[config.mk]
export PLATFORM = sky130hd
export DESIGN_NAME = master_start_queued
export DESIGN_NICKNAME = d
export VERILOG_FILES = /design/src/rtl/master_start_pkg.sv /design/src/rtl/burst_desc_fifo.sv /design/src/rtl/master_start_queued.sv
export SDC_FILE = /design/constraint.sdc
export NUM_CORES = 2
export LEC_CHECK = 0
export ABC_CLOCK_PERIOD_IN_PS = 19030
export CAP_MARGIN = 15
export CORE_MARGIN = 2
export CORE_UTILIZATION = 35
export CTS_BUF_LIST = sky130_fd_sc_hd__clkbuf_4 sky130_fd_sc_hd__clkbuf_8 sky130_fd_sc_hd__clkbuf_16
export DETAILED_ROUTE_END_ITERATION = 6
export SETUP_SLACK_MARGIN = 0.15
export SLEW_MARGIN = 10
export SYNTH_ARGS = -nofsm -noshare
export SYNTH_HDL_FRONTEND = slang
export SYNTH_SLANG_ARGS = --single-unit
[constraint.sdc]
create_clock -name CLK -period 19.03 [get_ports CLK]
set_clock_uncertainty 0.15 [all_clocks]
set_input_delay 4.7575 -clock CLK [delete_from_list [all_inputs] [get_ports CLK]]
set_output_delay 4.7575 -clock CLK [all_outputs]
set_load 0.05 [all_outputs]
[src/rtl/master_start_pkg.sv]
// Shared types for the queued burst synchroniser.
// Descriptor layout, FSM states and burst-type codes.
package master_start_pkg;

    localparam int TIME_W = 64;
    localparam int FREQ_W = 48;
    localparam int RATE_W = 32;
    localparam int N_W    = 16;
    localparam int INT_W  = 32;

    localparam logic [1:0] TYPE_NONCOH   = 2'd0;
    localparam logic [1:0] TYPE_COHERENT = 2'd1;

    typedef struct packed {
        logic [FREQ_W-1:0] freq;
        logic [FREQ_W-1:0] delta_freq;
        logic [RATE_W-1:0] delta_rate;
        logic [TIME_W-1:0] time_start;
        logic [N_W-1:0]    n_impuls;
        logic [1:0]        type_impulse;
        logic [INT_W-1:0]  ti;
        logic [INT_W-1:0]  tp;
        logic [INT_W-1:0]  tblank1;
        logic [INT_W-1:0]  tblank2;
    } burst_desc_t;

    typedef enum logic [3:0] {
        ST_IDLE,
        ST_LOAD,
        ST_REQ_HI,
        ST_REQ_LO,
        ST_ARM,
        ST_BLANK1,
        ST_TI,
        ST_BLANK2,
        ST_TP,
        ST_GAP
    } state_e;

    // Down-counter preload for a phase; a zero length still lasts one cycle.
    function automatic logic [INT_W-1:0] dur_m1(input logic [INT_W-1:0] d);
        return (d == '0) ? '0 : d - INT_W'(1);
    endfunction

endpackage

[src/rtl/burst_desc_fifo.sv]
// Synchronous descriptor FIFO with level/full/empty.
// Simultaneous push and pop are both honoured, even when full.
module burst_desc_fifo
    import master_start_pkg::*;
#(
    parameter int DEPTH = 4,
    parameter int LW    = $clog2(DEPTH) + 1
) (
    input  logic          clk,
    input  logic          clr,
    input  logic          push,
    input  logic          pop,
    input  burst_desc_t   din,
    output burst_desc_t   dout,
    output logic [LW-1:0] level,
    output logic          full,
    output logic          empty
);

    localparam int AW = $clog2(DEPTH);

    burst_desc_t    mem [DEPTH];
    logic [AW-1:0]  wr_ptr;
    logic [AW-1:0]  rd_ptr;
    logic           do_wr;
    logic           do_rd;

    assign empty = (level == '0);
    assign full  = (level == LW'(DEPTH));
    assign do_rd = pop && !empty;
    assign do_wr = push && (!full || do_rd);
    assign dout  = mem[rd_ptr];

    // Descriptor storage
    always_ff @(posedge clk) begin
        if (do_wr) begin
            mem[wr_ptr] <= din;
        end
    end

    // Pointers and fill level
    always_ff @(posedge clk) begin
        if (clr) begin
            wr_ptr <= '0;
            rd_ptr <= '0;
            level  <= '0;
        end else begin
            if (do_wr) begin
                wr_ptr <= wr_ptr + AW'(1);
            end
            if (do_rd) begin
                rd_ptr <= rd_ptr + AW'(1);
            end
            level <= level + LW'(do_wr) - LW'(do_rd);
        end
    end

endmodule

[src/rtl/master_start_queued.sv]
// Queued burst synchroniser: system time, descriptor queue,
// DDS handshake and Tblank1/Ti/Tblank2/Tp window sequencing.
module master_start_queued
    import master_start_pkg::*;
#(
    parameter int TIME_W = master_start_pkg::TIME_W,
    parameter int FREQ_W = master_start_pkg::FREQ_W,
    parameter int RATE_W = master_start_pkg::RATE_W,
    parameter int N_W    = master_start_pkg::N_W,
    parameter int INT_W  = master_start_pkg::INT_W,
    parameter int DEPTH  = 4
) (
    input  logic                  CLK,
    input  logic                  RESET,
    input  logic [TIME_W-1:0]     SYS_TIME,
    input  logic                  SYS_TIME_UPDATE,
    input  logic                  T1hz,
    input  logic                  WR_DATA,
    input  logic                  FLUSH,
    input  logic [FREQ_W-1:0]     MEM_DDS_freq,
    input  logic [FREQ_W-1:0]     MEM_DDS_delta_freq,
    input  logic [RATE_W-1:0]     MEM_DDS_delta_rate,
    input  logic [TIME_W-1:0]     MEM_TIME_START,
    input  logic [N_W-1:0]        MEM_N_impuls,
    input  logic [1:0]            MEM_TYPE_impulse,
    input  logic [INT_W-1:0]      MEM_Interval_Ti,
    input  logic [INT_W-1:0]      MEM_Interval_Tp,
    input  logic [INT_W-1:0]      MEM_Tblank1,
    input  logic [INT_W-1:0]      MEM_Tblank2,
    output logic [FREQ_W-1:0]     DDS_freq,
    output logic [FREQ_W-1:0]     DDS_delta_freq,
    output logic [RATE_W-1:0]     DDS_delta_rate,
    output logic                  REQ,
    input  logic                  ACK,
    output logic                  DDS_start,
    output logic                  En_Iz,
    output logic                  En_Pr,
    output logic                  SYS_TIME_UPDATE_OK,
    output logic [$clog2(DEPTH):0] Q_LEVEL,
    output logic                  Q_FULL,
    output logic                  OVF_ERR,
    output logic                  LATE_ERR
);

    localparam int LW = $clog2(DEPTH) + 1;

    logic [TIME_W-1:0] sys_cnt;
    logic              t1hz_q;
    logic              wr_q;
    logic              load_time;
    logic              push;
    logic              pop;
    logic              clr;
    logic              q_empty;
    burst_desc_t       din;
    burst_desc_t       head;

    state_e            state;
    logic [INT_W-1:0]  dcnt;
    logic [N_W-1:0]    n_left;
    logic              arm_first;
    logic              cur_coh;
    logic [TIME_W-1:0] cur_start;
    logic [INT_W-1:0]  cur_ti;
    logic [INT_W-1:0]  cur_tp;
    logic [INT_W-1:0]  cur_tb1;
    logic [INT_W-1:0]  cur_tb2;
    logic [TIME_W-1:0] t_next;
    logic [TIME_W-1:0] since_start;
    logic              is_late;

    assign clr       = RESET || FLUSH;
    assign load_time = SYS_TIME_UPDATE && !SYS_TIME_UPDATE_OK && T1hz && !t1hz_q;
    assign push      = WR_DATA && !wr_q;
    assign pop       = (state == ST_LOAD);

    // Start is matched one cycle ahead so DDS_start is high while time==start.
    assign t_next      = sys_cnt + TIME_W'(1);
    assign since_start = t_next - cur_start;
    assign is_late     = (since_start != '0) && !since_start[TIME_W-1];

    assign din = '{
        freq:         MEM_DDS_freq,
        delta_freq:   MEM_DDS_delta_freq,
        delta_rate:   MEM_DDS_delta_rate,
        time_start:   MEM_TIME_START,
        n_impuls:     MEM_N_impuls,
        type_impulse: MEM_TYPE_impulse,
        ti:           MEM_Interval_Ti,
        tp:           MEM_Interval_Tp,
        tblank1:      MEM_Tblank1,
        tblank2:      MEM_Tblank2
    };

    burst_desc_fifo #(
        .DEPTH (DEPTH),
        .LW    (LW)
    ) u_fifo (
        .clk   (CLK),
        .clr   (clr),
        .push  (push),
        .pop   (pop),
        .din   (din),
        .dout  (head),
        .level (Q_LEVEL),
        .full  (Q_FULL),
        .empty (q_empty)
    );

    // System time counter with armed 1 Hz preset; unaffected by FLUSH
    always_ff @(posedge CLK) begin
        if (RESET) begin
            sys_cnt            <= '0;
            t1hz_q             <= 1'b0;
            SYS_TIME_UPDATE_OK <= 1'b0;
        end else begin
            t1hz_q  <= T1hz;
            sys_cnt <= load_time ? SYS_TIME : t_next;
            if (!SYS_TIME_UPDATE) begin
                SYS_TIME_UPDATE_OK <= 1'b0;
            end else if (load_time) begin
                SYS_TIME_UPDATE_OK <= 1'b1;
            end
        end
    end

    // Write-strobe edge detect and overflow pulse
    always_ff @(posedge CLK) begin
        if (RESET) begin
            wr_q    <= 1'b0;
            OVF_ERR <= 1'b0;
        end else begin
            wr_q    <= WR_DATA;
            OVF_ERR <= !FLUSH && push && Q_FULL && !pop;
        end
    end

    // Burst sequencer: handshake, start wait and window phases
    always_ff @(posedge CLK) begin
        if (clr) begin
            state          <= ST_IDLE;
            dcnt           <= '0;
            n_left         <= '0;
            arm_first      <= 1'b0;
            cur_coh        <= 1'b0;
            cur_start      <= '0;
            cur_ti         <= '0;
            cur_tp         <= '0;
            cur_tb1        <= '0;
            cur_tb2        <= '0;
            DDS_freq       <= '0;
            DDS_delta_freq <= '0;
            DDS_delta_rate <= '0;
            REQ            <= 1'b0;
            DDS_start      <= 1'b0;
            En_Iz          <= 1'b0;
            En_Pr          <= 1'b0;
            LATE_ERR       <= 1'b0;
        end else begin
            LATE_ERR <= 1'b0;
            unique case (state)
                ST_IDLE: begin
                    if (!q_empty) begin
                        state <= ST_LOAD;
                    end
                end
                ST_LOAD: begin
                    if (head.n_impuls == '0) begin
                        state <= ST_IDLE;
                    end else begin
                        DDS_freq       <= head.freq;
                        DDS_delta_freq <= head.delta_freq;
                        DDS_delta_rate <= head.delta_rate;
                        cur_start      <= head.time_start;
                        n_left         <= head.n_impuls;
                        cur_coh        <= (head.type_impulse == TYPE_COHERENT);
                        cur_ti         <= head.ti;
                        cur_tp         <= head.tp;
                        cur_tb1        <= head.tblank1;
                        cur_tb2        <= head.tblank2;
                        REQ            <= 1'b1;
                        state          <= ST_REQ_HI;
                    end
                end
                ST_REQ_HI: begin
                    if (ACK) begin
                        REQ   <= 1'b0;
                        state <= ST_REQ_LO;
                    end
                end
                ST_REQ_LO: begin
                    if (!ACK) begin
                        arm_first <= 1'b1;
                        state     <= ST_ARM;
                    end
                end
                ST_ARM: begin
                    arm_first <= 1'b0;
                    if (t_next == cur_start) begin
                        DDS_start <= 1'b1;
                        dcnt      <= dur_m1(cur_tb1);
                        state     <= ST_BLANK1;
                    end else if (arm_first && is_late) begin
                        LATE_ERR <= 1'b1;
                        state    <= ST_IDLE;
                    end
                end
                ST_BLANK1: begin
                    if (dcnt == '0) begin
                        En_Iz <= 1'b1;
                        dcnt  <= dur_m1(cur_ti);
                        state <= ST_TI;
                    end else begin
                        dcnt <= dcnt - INT_W'(1);
                    end
                end
                ST_TI: begin
                    if (dcnt == '0) begin
                        En_Iz <= 1'b0;
                        dcnt  <= dur_m1(cur_tb2);
                        state <= ST_BLANK2;
                    end else begin
                        dcnt <= dcnt - INT_W'(1);
                    end
                end
                ST_BLANK2: begin
                    if (dcnt == '0) begin
                        En_Pr <= 1'b1;
                        dcnt  <= dur_m1(cur_tp);
                        state <= ST_TP;
                    end else begin
                        dcnt <= dcnt - INT_W'(1);
                    end
                end
                ST_TP: begin
                    if (dcnt == '0) begin
                        En_Pr  <= 1'b0;
                        n_left <= n_left - N_W'(1);
                        if (n_left == N_W'(1)) begin
                            DDS_start <= 1'b0;
                            state     <= ST_IDLE;
                        end else if (cur_coh) begin
                            dcnt  <= dur_m1(cur_tb1);
                            state <= ST_BLANK1;
                        end else begin
                            DDS_start <= 1'b0;
                            state     <= ST_GAP;
                        end
                    end else begin
                        dcnt <= dcnt - INT_W'(1);
                    end
                end
                ST_GAP: begin
                    DDS_start <= 1'b1;
                    dcnt      <= dur_m1(cur_tb1);
                    state     <= ST_BLANK1;
                end
                default: begin
                    state <= ST_IDLE;
                end
            endcase
        end
    end

endmodule

Word-level counts from Yosys, hierarchy flattened
Memory sizes are Yosys's and may differ from the RTL's. A register that Yosys moved wholly into a read port is not among the register bits.
Index checks and enable logic that the tools add are counted.
{"block": "totals", "ff_bits": 454, "latchBits": 0, "mem_bits_rw": 1352, "rom_bits": 0, "input_bits": 409, "out_inout_bits": 139, "word_cells": 164, "memories": 1}
{"block": "classes", "addsub": 12, "mul": 0, "n_div": 0, "magnitude_cmp": 0, "n_eq_ne": 26, "n_shift": 0, "mux": 48, "n_bitwise": 3, "reduce_logical": 48}
{"memory": "u_fifo.mem", "depth": 4, "width": 338, "rd": 1, "rd_ports_with_merged_regs": 1, "wr": 1, "line": "burst_desc_fifo.sv:22", "source": "burst_desc_t mem [DEPTH];"}
{"cell": "$mux 32", "n": 11}
{"cell": "$pmux 32 s6", "n": 1}
{"cell": "$logic_not 32->1", "n": 5}
{"cell": "$sub 32x1->32 const B", "n": 5}
{"cell": "$add 64x1->64 const B", "n": 1}
{"cell": "$eq 64x64->1", "n": 1}
{"cell": "$mux 64", "n": 1}
{"cell": "$reduce_bool 64->1", "n": 1}
{"cell": "$sub 64x64->64", "n": 1}
{"cell": "$mux 4", "n": 11}
{"cell": "$pmux 4 s10", "n": 1}
{"cell": "$mux 16", "n": 2}
{"cell": "$pmux 16 s2", "n": 1}
{"cell": "$ne 2x2->1 const B", "n": 9}
{"cell": "$eq 16x1->1 const B", "n": 1}
{"cell": "$eq 4x3->1 const B", "n": 4}
{"cell": "$logic_not 16->1", "n": 1}
{"cell": "$sub 16x1->16 const B", "n": 1}
{"cell": "$mux 1", "n": 12}
{"cell": "$ne 3x3->1 const B", "n": 4}
{"cell": "$reduce_and 3->1", "n": 4}
{"cell": "$logic_and 1x1->1", "n": 11}
{"cell": "$reduce_bool 2->1", "n": 5}
{"cell": "$eq 4x2->1 const B", "n": 2}
{"cell": "other kinds (22)", "n": 41}

Depth between registers and ports, before layout
{"block": "logic_depth", "depth_word": 8, "ltp_mapped": 24, "depth_no_buf": 23}

Cells and area by module
A second synthesis with hierarchy kept.
{"block": "hier_totals", "cells_unflattened": 5379, "hier_area_um2": 75317.2}
{"module": "burst_desc_fifo", "instances": 1, "cells_each": 1813, "area_each_um2": 49592.6, "seq_area_each_um2": 40779.1}
{"module": "master_start_queued", "instances": 1, "cells_each": 3566, "area_each_um2": 25724.7, "seq_area_each_um2": 8948.6}

Worst setup path before layout
Ideal clock, no wire load.
{"block": "synth_timing", "path_kind": "input to register", "from": "input port WR_DATA", "to": "memory u_fifo.mem[0][0] (netlist bit) (enable)", "setup_time_ns": 0.744, "arrival_time_ns": 12.875, "required_ns": 18.136, "setup_slack_ns": 5.261, "stages": 3, "path_buffers": 0, "cell_sequence": "nand2b_1 -> a21oi_1 -> and2_1"}
{"block": "synth_via", "elab_chain_cells": 4}
{"item": "start: declaration", "line": "master_start_queued.sv:18", "source": "input logic WR_DATA,"}
{"item": "$logic_and 1x1->1", "line": "master_start_queued.sv:74", "source": "assign push = WR_DATA && !wr_q;"}
{"item": "$logic_and 1x1->1", "line": "burst_desc_fifo.sv:31", "source": "assign do_wr = push && (!full || do_rd);"}
{"item": "via u_fifo.do_wr", "line": "burst_desc_fifo.sv:25", "source": "logic do_wr;"}
{"item": "$mux 1", "line": "burst_desc_fifo.sv:36", "source": "if (do_wr) begin"}
{"item": "$mux 1 (not written as such)", "line": "burst_desc_fifo.sv:37", "source": "mem[wr_ptr] <= din;"}
{"item": "end: declaration", "line": "burst_desc_fifo.sv:22"}
The timed path passes the listed nets, and every way through them passes these cells.

Final worst setup path
{"block": "layout_timing", "from": "input port WR_DATA", "to": "memory u_fifo.mem[3][284] (netlist bit) (enable)"}
The elaborated chain is that of the path after synthesis.

==> impl_results.md <==
- Status: finished, final reports clean
- Clock Sinks: 1808
- Startpoint Class: input pin
- Die Y: ~470 um
- Top cell type's share of synthesized area: 54.2%
- Worst-margin pin slew: about 1.2 ns
- Die ar.: 0.218 mm2
- Post-Route Setup TNS: 0 ns
- Pins Over Slew Limit: 0
- First-pass GRT wire length: between 200 and 300 mm
- DP HPWL: 132 mm
- CTS root buffer: clkbuf_16
- Leak Pwr: around 30 nW
- Async S/R FF share, synth: 0%
- Crit end category: flop
- Ys flop type: edfxtp_1
- Worst r2r path cells: 23
- Htree depth: 4
- # resized after CTS: 0
- Mapped Cells: between 5000 and 6000
- Share of post-route cells with drive strength above 1: 12.6%
- Maximum clock insertion buffer count: 3
- Critical path fanouts, max: 54
- Synth cell count leaders: 1352 x edfxtp_1, 851 x nand2_1, 482 x a21oi_1, 456 x dfxtp_1, 336 x mux4_2
- Final WL: about 200 mm
- Final cell count without fillers: just under 9000
- CP Data Required Time: between 15 and 20 ns
- Global route total overflow: 0
- Syn_nets: roughly 6000
- Die X: about 470 um
- Starting DRT DRC Count: between 3000 and 4000
- RSZ-0062 raised after global routing: no
- Final hold slack: 0.304 ns
- Tot GR Track Use: ~18%
- P&R area growth vs syn: 19.9%
- Placer Congestion: between 0.9 and 1
- Fmax: 115 MHz
- I/O Pins: 548
- FILL cells: 19436
- Synth warnings: 0
- Yosys reg bits: 1808
- Fin. Hold Viols: 0
- Pre-antenna DRT Iters: 5
- Routed WL per cell: approximately 22 um
- Final setup vio count: 0
- Type of the worst min-delay path: reg2reg
- Max VDD drop: 92.6 uV
- Reg2reg setup slack: roughly 11 ns
- Antenna violations before repair: 62
- Final clock period utilization by the worst path: around 46%
- Core area: roughly 0.21 mm2
- ANT nets after route: 0
- Most frequent cell after synthesis: edfxtp_1
- Cts bufs inserted: roughly 190
- Synth area leader: edfxtp_1
- Hold buffer count at cts: 0
- Average size of a mapped cell: between 10 and 15 um2
- Rel. slew slack: roughly a fifth
- Initial Utilization: 35.3%
- Crit path DAT: ~9 ns
- Vias per cell: approximately 5.2
- Min-delay src: DDS_delta_freq[22]
- Netlist cell types: 89
- DRC viols: 0
- WS Path Type: in2reg
- Vias: 46478
- Total of max-cap violations: 0
- EDFF count, synth: around 1400
- Power per cell area: 105 mW/mm2
- Total power: 9.43 mW
- Final min period: between 8 and 9 ns
- Top post-synthesis cells by area: edfxtp_1 54%, dfxtp_1 12%, mux4_2 10%
- R2r endpoint: state[2]
- Post-synthesis sequential area ratio: about two thirds
- Clk slew on worst S/H paths: 0.06 ns
- Cell Area, Synth: 0.0749 mm2
- Final Util: around 42%
- Post-CTS setup repair buffer count: 0
- Worst Hold End: DDS_delta_freq[22]
- Placed insts: ~8600
- # port buffers: approximately 550
- Later-pin clock latency in the skew report: between 0.8 and 0.9 ns
- CTS tree: yes
- Largest net degree at the start of global routing: ~170
- Worst r2r src: sys_cnt[0]
- Hold depth: 2
- Nets@finish: about 6400
- Row count: 169
- Vias in the first global route: roughly 47000
layout by cell type, fill, tap and decap left out, types with 22 or more instances in the layout:
cell type        synthesis  routed
clkdlybuf4s50_1          0     546
or4_1                   30      30
o21ai_0                116     116
clkinv_2                 0      38
nor2_1                 286     285
ha_1                    80      80
nand4_1                 59      59
mux4_2                 336     336
clkbuf_4                 0      38
or3_1                   22      22
nor4_1                  59      59
a21oi_1                482     481
xor2_1                  84      84
o22ai_1                 45      45
inv_1                  136     136
clkbuf_16                0     188
edfxtp_1              1352    1352
mux2i_1                 40      40
nand3_1                 64      63
nor3_1                  88      88
xnor2_1                152     152
a211oi_1                64      64
and3_1                  31      31
nand2_1                851     851
a21o_1                  26      26
dfxtp_1                456     454
buf_4                    1      45
flip-flops by register name, indices dropped and copies added (netlist names), 2 cells and up, named ones only:
register / count
DDS_delta_freq: 48
DDS_delta_rate: 32
DDS_freq: 48
cur_start: 64
cur_tb1: 32
cur_tb2: 32
cur_ti: 32
cur_tp: 32
dcnt: 32
n_left: 16
state: 4
sys_cnt: 64
u_fifo.level: 3
u_fifo.mem: 1352
u_fifo.rd_ptr: 2
u_fifo.wr_ptr: 2
worst max-delay path: stages:
cell	delay, ns
clkdlybuf4s50_1	0.48
nand2b_1	0.08
a21oi_1	0.53
and2_4	0.83
buf_4	0.78
buf_4	0.68
buf_4	0.70
stage by stage:
step / instance area [um2] / worst slack, ns
CTS: 89800 / 10.31
finish: 89800 / 10.34
floorplan: 74900 / 5.26
global route: 89800 / 10.12
detailed placement: 83300 / 9.39
global placement: 83300 / 9.38
cell families (layout without fill, tap and decap cells):
family / Yosys count / after routing / synth area share (%)
buffers and inverters: 433 / 1090 / 2.24
AND/OR/NAND/NOR: 1587 / 1587 / 9.39
adder cells (fa/ha/maj): 81 / 81 / 1.36
flip-flops: 1808 / 1808 / 66.4
other: 0 / 12 / 0
multiplexers: 378 / 378 / 10.7
XOR/XNOR: 236 / 236 / 2.76
AO/OA/AOI/OAI: 908 / 908 / 7.18
power by group:
part           leakage [nW]  internal (mW)  switching, mW
logic                  10.2          0.467          0.801
clock network          3.21           2.18           1.60
registers              16.0           4.34         0.0500
total                  29.5           6.99           2.45
routing by layer:
layer | track usage [%] | up-vias | part of all wire, %
met3 | 4.43 | 330 | 6.5
met1 | 23.7 | 23358 | 43
met2 | 29.2 | 1271 | 48
met4 | 5.11 | 76 | 2.5
li1 | - | 21443 | -
met5 | 0 | - | 0.23
how the worst max path moves through the flow:
| stage | slack [ns] | from | cells after the start | endpoint |
|---|---|---|---|---|
| floorplan | 5.26 | WR_DATA | 3 | u_fifo.mem[0][0] |
| global placement | 9.38 | WR_DATA | 7 | u_fifo.mem[3][277] |
| global route | 10.12 | WR_DATA | 7 | u_fifo.mem[3][293] |
| CTS | 10.31 | WR_DATA | 7 | u_fifo.mem[3][26] |
| detailed placement | 9.39 | WR_DATA | 7 | u_fifo.mem[3][264] |
| finish | 10.34 | WR_DATA | 7 | u_fifo.mem[3][284] |
final cells by class:
| class | instances | area [um2] | area share (%) |
|---|---|---|---|
| Antenna cell | 12 | 30.0 | 0.0334 |
| Clock buffer | 241 | 5200 | 5.79 |
| Clock inverter | 114 | 1290 | 1.44 |
| Inverter | 136 | 510 | 0.568 |
| Multi-Input combinational cell | 3190 | 23600 | 26.2 |
| Sequential cell | 1808 | 49700 | 55.4 |
| Tap cell | 2821 | 3530 | 3.93 |
| Timing Repair Buffer | 599 | 5950 | 6.62 |
Note: power is estimated with default switching activity, not from simulation.
